### config.mk
export PLATFORM = sky130hd
export DESIGN_NAME = apb_mem_arbiter
export DESIGN_NICKNAME = d
export VERILOG_FILES = /design/src/rtl/apb_mem_arbiter.sv
export SDC_FILE = /design/constraint.sdc
export NUM_CORES = 1
export LEC_CHECK = 0
export CORE_UTILIZATION = 45
export CTS_BUF_LIST = sky130_fd_sc_hd__clkbuf_4
export DETAILED_ROUTE_END_ITERATION = 7
export PLACE_DENSITY = 0.82
export SKIP_LAST_GASP = 1
export SYNTH_ARGS = -nofsm -noshare
export SYNTH_HDL_FRONTEND = slang
export SYNTH_SLANG_ARGS = --single-unit
### constraint.sdc
create_clock -name PCLK -period 1.85 [get_ports PCLK]
set_input_delay 0.185 -clock PCLK [delete_from_list [all_inputs] [get_ports PCLK]]
set_output_delay 0.185 -clock PCLK [all_outputs]
set_load 0.02 [all_outputs]
### src/rtl/apb_mem_arbiter.sv
// ---------------------------------------------------------------------------
// apb_mem_arbiter
//
// Shares one APB slave between two on-chip requesters. Each requester issues
// single 32-bit read/write commands on a valid/ready port. Ties are broken
// round-robin, the APB SETUP/ACCESS sequence is run with wait-state support,
// and the result comes back on a one-cycle response strobe.
//
// Parameters
//   TIMEOUT      PREADY-low ACCESS cycles tolerated before abort (0 = never)
//
// Ports
//   PCLK, PRESETn                 clock, async active-low reset
//   req{0,1}_valid/_write/_addr/_wdata/_strb   command in
//   req{0,1}_ready                command accepted (combinational)
//   rsp{0,1}_valid/_rdata/_err    one-cycle response; rdata/err hold
//   PSEL, PENABLE, PWRITE, PADDR, PWDATA, PSTRB, PPROT   APB master outputs
//   PRDATA, PREADY, PSLVERR       APB slave returns
// ---------------------------------------------------------------------------
module apb_mem_arbiter #(
  parameter int unsigned TIMEOUT = 16
) (
  input  logic        PCLK,
  input  logic        PRESETn,
  input  logic        req0_valid,
  input  logic        req0_write,
  input  logic [31:0] req0_addr,
  input  logic [31:0] req0_wdata,
  input  logic [3:0]  req0_strb,
  output logic        req0_ready,
  output logic        rsp0_valid,
  output logic [31:0] rsp0_rdata,
  output logic        rsp0_err,
  input  logic        req1_valid,
  input  logic        req1_write,
  input  logic [31:0] req1_addr,
  input  logic [31:0] req1_wdata,
  input  logic [3:0]  req1_strb,
  output logic        req1_ready,
  output logic        rsp1_valid,
  output logic [31:0] rsp1_rdata,
  output logic        rsp1_err,
  output logic        PSEL,
  output logic        PENABLE,
  output logic        PWRITE,
  output logic [31:0] PADDR,
  output logic [31:0] PWDATA,
  output logic [3:0]  PSTRB,
  output logic [2:0]  PPROT,
  input  logic [31:0] PRDATA,
  input  logic        PREADY,
  input  logic        PSLVERR
);

  typedef enum logic [1:0] {IDLE, SETUP, ACCESS} state_t;

  state_t      state;
  logic        last_grant;  // requester granted most recently
  logic        owner;       // requester that owns the in-flight transfer
  logic [31:0] wait_cnt;    // PREADY-low ACCESS cycles already elapsed

  logic        grant1;      // 1: requester 1 is the candidate this cycle
  logic        timeout_hit;
  logic        done;
  logic [31:0] done_rdata;
  logic        done_err;

  // On a tie the requester that was not served last wins; otherwise the
  // lone valid requester is the candidate.
  // NOTE: every signal assigned in always_comb gets a default first so no
  // path leaves it unassigned, which would otherwise infer a latch.
  always_comb begin
    grant1 = 1'b0;
    if (req0_valid && req1_valid) grant1 = ~last_grant;
    else                          grant1 = req1_valid;
  end

  assign req0_ready = (state == IDLE) && req0_valid && !grant1;
  assign req1_ready = (state == IDLE) && req1_valid &&  grant1;
  assign PPROT      = 3'h0;

  // The abort fires on the ACCESS cycle that follows TIMEOUT wait cycles,
  // so the error response lands TIMEOUT+3 cycles after the handshake.
  assign timeout_hit = (TIMEOUT != 0) && (wait_cnt == TIMEOUT);

  always_comb begin
    done       = 1'b0;
    done_rdata = 32'h0;
    done_err   = 1'b0;
    if (state == ACCESS) begin
      if (PREADY) begin
        done       = 1'b1;
        done_rdata = PWRITE ? 32'h0 : PRDATA;
        done_err   = PSLVERR;
      end else if (timeout_hit) begin
        done       = 1'b1;
        done_err   = 1'b1;
      end
    end
  end

  // NOTE: sequential state uses non-blocking assignments only, so every
  // register samples the pre-edge values regardless of statement order.
  always_ff @(posedge PCLK or negedge PRESETn) begin
    if (!PRESETn) begin
      state      <= IDLE;
      last_grant <= 1'b1;
      owner      <= 1'b0;
      wait_cnt   <= 32'h0;
      PSEL       <= 1'b0;
      PENABLE    <= 1'b0;
      PWRITE     <= 1'b0;
      PADDR      <= 32'h0;
      PWDATA     <= 32'h0;
      PSTRB      <= 4'h0;
      rsp0_valid <= 1'b0;
      rsp0_rdata <= 32'h0;
      rsp0_err   <= 1'b0;
      rsp1_valid <= 1'b0;
      rsp1_rdata <= 32'h0;
      rsp1_err   <= 1'b0;
    end else begin
      rsp0_valid <= 1'b0;
      rsp1_valid <= 1'b0;
      case (state)
        IDLE: begin
          if (req0_ready || req1_ready) begin
            PADDR      <= grant1 ? req1_addr  : req0_addr;
            PWRITE     <= grant1 ? req1_write : req0_write;
            PWDATA     <= grant1 ? req1_wdata : req0_wdata;
            // Strobes are meaningless on reads and are driven to zero there.
            PSTRB      <= grant1 ? (req1_write ? req1_strb : 4'h0)
                                 : (req0_write ? req0_strb : 4'h0);
            owner      <= grant1;
            last_grant <= grant1;
            PSEL       <= 1'b1;
            state      <= SETUP;
          end
        end
        SETUP: begin
          PENABLE  <= 1'b1;
          wait_cnt <= 32'h0;
          state    <= ACCESS;
        end
        ACCESS: begin
          if (done) begin
            PSEL    <= 1'b0;
            PENABLE <= 1'b0;
            state   <= IDLE;
            if (owner) begin
              rsp1_valid <= 1'b1;
              rsp1_rdata <= done_rdata;
              rsp1_err   <= done_err;
            end else begin
              rsp0_valid <= 1'b1;
              rsp0_rdata <= done_rdata;
              rsp0_err   <= done_err;
            end
          end else begin
            wait_cnt <= wait_cnt + 32'h1;
          end
        end
        default: state <= IDLE;
      endcase
    end
  end

endmodule

==> flow_metrics.py <==
metrics = {
    "global_routing": {
        "grt_max_degree": 61,
        "grt_pass1_vias": 7574,
        "track_usage": 0.268,
        "grt_pass1_wl_um": 38800,
        "overflow": 0,
        "antenna_found_initial": 2,
    },
    "critical_path": {
        "reg2reg_from": "wait_cnt[26]",
        "cp-start-kind": "flop",
        "crit_type": "reg -> out",
        "path_buf_inv": 1,
        "endpoint_kind": "output pin",
        "critPathMaxFanout": 2,
        "reg2reg_setup_slack_ns": 0.06,
        "rr_endpoint": "wait_cnt[4]",
        "cp.arrival_ns": 1.63,
        "reg2reg_depth": 5,
        "cpLargestDelayFamily": "buffers and inverters",
        "required_ns": 1.66,
        "crit_slowest_cell": "clkdlybuf4s50_1",
        "cp_slowest_stage_delay_ns": 0.64,
        "path_cells": "clkdlybuf4s50_1",
    },
    "route": {
        "drtPass1Iterations": 4,
        "drt_iter0_markers": 480,
        "wire_per_inst_um": 18.1,
        "ant_nets": 0,
        "vias": 7704,
        "avgViaCountPerCell": 5.48,
        "wirelength_um": 25500,
        "drc": 0,
    },
    "yosys": {
        "avgSynthCellArea_um2": 9.95,
        "yosys_warnings": 0,
        "synth_cells": 825,
        "synth.distinct_cells": 52,
        "synth_area_um2": 8210,
        "synth_seq_cells": 175,
        "ys_seq_area_frac": 0.534,
    },
    "die": {
        "core-area_um2": 17900,
        "floorplan.initialDensity": 0.458,
        "die-height_um": 137,
        "dieArea_um2": 18800,
        "die_x_um": 137,
        "num_rows": 49,
        "num_io_pins": 320,
    },
    "placement": {
        "globalplace.congestion": 0.879,
        "place_area_um2": 11900,
        "dp_hpwl_um": 17900,
        "port_buffers": 316,
    },
    "timing": {
        "slew_viol_final": 0,
        "rsz0062_at_grt": "true",
        "skew_ns": 0.0276,
        "fin_crit_sh": 0.979,
        "hold_viol_final": 0,
        "fin_crit_ns": 1.81,
        "fmax_mhz": 552,
        "finalSetupTns_ns": 0,
        "slew_headroom": 0.396,
        "worst_pin_slew_ns": 0.903,
        "setup_viol": 0,
    },
    "finish": {
        "final_nets": 1341,
        "drive_above_1_share": 0.103,
        "finish.instance_area_um2": 12500,
        "n_fill_cell": 1345,
        "synthToLayoutAreaGrowth_pct": 52.8,
    },
    "cts": {
        "cts_buffers": 17,
        "clkTransAtPathRegs_ns": 0.16,
        "clock_sinks": 175,
        "h-tree-depth": 4,
        "clockBufferDepth": 2,
        "clk_latency_ns": 0.58,
        "cts_tree": "done",
        "root_buffer": "clkbuf_4",
    },
    "power": {
        "power.density_nw_per_um2": 1440,
        "ir_drop_uv": 951,
        "p_leak_nw": 5.92,
    },
    "min_path": {
        "hold_class": "in -> async",
    },
    "flow_run": {
        "drv_cap": 0,
    },
    "status": {
        "status": "completed",
    },
}
==> synth_stat cells, drive strengths merged <==
cell type  number  area, um^2
a21oi         259        1300
dfrtp         174        4350
nor2           93         349
mux2i          85         851
buf            48         283
nand2          32         120
nand3          19         100
clkbuf         15        56.3
nand4          13        96.3
nor4           10         108
nor3            8        45.0
inv             6        22.5
nand2b          5        31.3
a32oi           4        35.0
and3            4        25.0
and4            4        35.0
o21ai           4        23.8
or3             4        30.0
a31oi           3        18.8
nor2b           3        18.8
a21o            2        15.0
a41o            2        20.0
and2            2        12.5
ha              2        25.0
nand3b          2        15.0
nor4b           2        30.0
o311ai          2        17.5
o41ai           2        17.5
xnor2           2        17.5
a21boi          1        7.51
a311o           1        10.0
conb            1        3.75
dfstp           1        26.3
mux2            1        11.3
nand4b          1        8.76
nand4bb         1        11.3
nor3b           1        12.5
o2111ai         1        8.76
o21a            1        7.51
o22ai           1        6.26
o31ai           1        7.51
or3b            1        8.76
or4             1        7.51
==> metrics by stage <==
step / utilization / power (mW) / cells / hold WS (ns) / worst slack (ns)
after floorplan: - / 11.0 / 827 / -0.111 / 0.146
after global placement: 0.667 / 15.5 / 1360 / 0.0527 / 0.00495
after detailed placement: 0.667 / 15.8 / 1360 / 0.0570 / 0.00923
after CTS: 0.684 / 18.0 / 1397 / 0.133 / -0.0917
after global routing: 0.700 / 19.1 / 1407 / 0.153 / -0.0166
final: 0.700 / 18.0 / 1407 / 0.163 / 0.0386
==> flip-flops by register name, indices dropped and copies added (netlist names) <==
| register | cells |
|---|---|
| PWDATA | 32 |
| PENABLE | 1 |
| rsp1_err | 1 |
| PSEL | 1 |
| owner | 1 |
| rsp0_rdata | 32 |
| PSTRB | 4 |
| state | 2 |
| PADDR | 32 |
| last_grant | 1 |
| wait_cnt | 32 |
| rsp0_err | 1 |
| rsp1_valid | 1 |
| rsp0_valid | 1 |
| PWRITE | 1 |
| rsp1_rdata | 32 |
==> layout make-up <==
class / instances / area (um^2) / share of cell area
tap: 229 / 287 / 0.0229
clock inverter: 15 / 150 / 0.0120
inverter: 6 / 22.5 / 0.00180
antenna: 2 / 5.00 / 0.000399
timing repair buffer: 380 / 4020 / 0.320
multi-input combinational: 583 / 3540 / 0.283
clock buffer: 17 / 128 / 0.0102
sequential: 175 / 4380 / 0.350
==> placed cells by master, fill, tap and decap left out, types with 4 or more instances in the layout <==
master	instances
nand2b_1	5
nor3_1	7
dlymetal6s2s_1	45
buf_4	39
inv_6	4
inv_1	5
nor2_1	91
and3_1	4
clkdlybuf4s50_1	257
mux2i_1	85
dfrtp_1	172
nor4_1	6
nand4_1	12
clkinv_4	4
buf_6	6
clkbuf_4	17
buf_12	17
nand3_1	17
dlygate4sd2_1	11
nand2_1	31
a21oi_1	259
a32oi_1	4
==> logic make-up after synthesis <==
family | count (synthesis) | synth area share
AOI/OAI and AO/OA | 284 | 0.182
adders and majority gates | 2 | 0.00305
DFF | 175 | 0.534
and+or+nand+nor | 206 | 0.130
muxes | 86 | 0.105
xor gates and xnor gates | 2 | 0.00213
other | 1 | 0.000457
buffers and inverters | 69 | 0.0441
==> report_power, final <==
part           total (mW)  switching (mW)  leakage (nW)  internal, mW
clock network        2.18            1.47         0.151         0.712
logic                9.50            5.14          3.60          4.36
registers            6.32           0.962          2.17          5.35
==> metal layers <==
metal	track usage	vias to the layer above	routed length [um]
met5	0	-	0
met4	0.113	0	881
met3	0.0800	54	1900
met2	0.445	301	12800
met1	0.324	3717	9920
li1	-	3632	-
==> repair_timing <==
action	4_1_cts	5_1_grt
endpoints found under the hold margin	174	0
buffers inserted	3	5
gates cloned	0	4
gates resized for setup	21	64
endpoints found under the setup margin	14	115
hold buffers	2	0
pin swaps	0	10
==> worst max path at each step <==
stage,from,endpoint,cells past startpoint
CTS,state[1],req1_ready,4
detailed placement,req0_valid,PSTRB[1],7
floorplan,wait_cnt[0],wait_cnt[10],5
global placement,req1_valid,req1_ready,4
global route,state[1],rsp0_rdata[0],8
finish,rsp0_rdata[16],rsp0_rdata[16],1
Note: power is estimated with default switching activity, not from simulation.
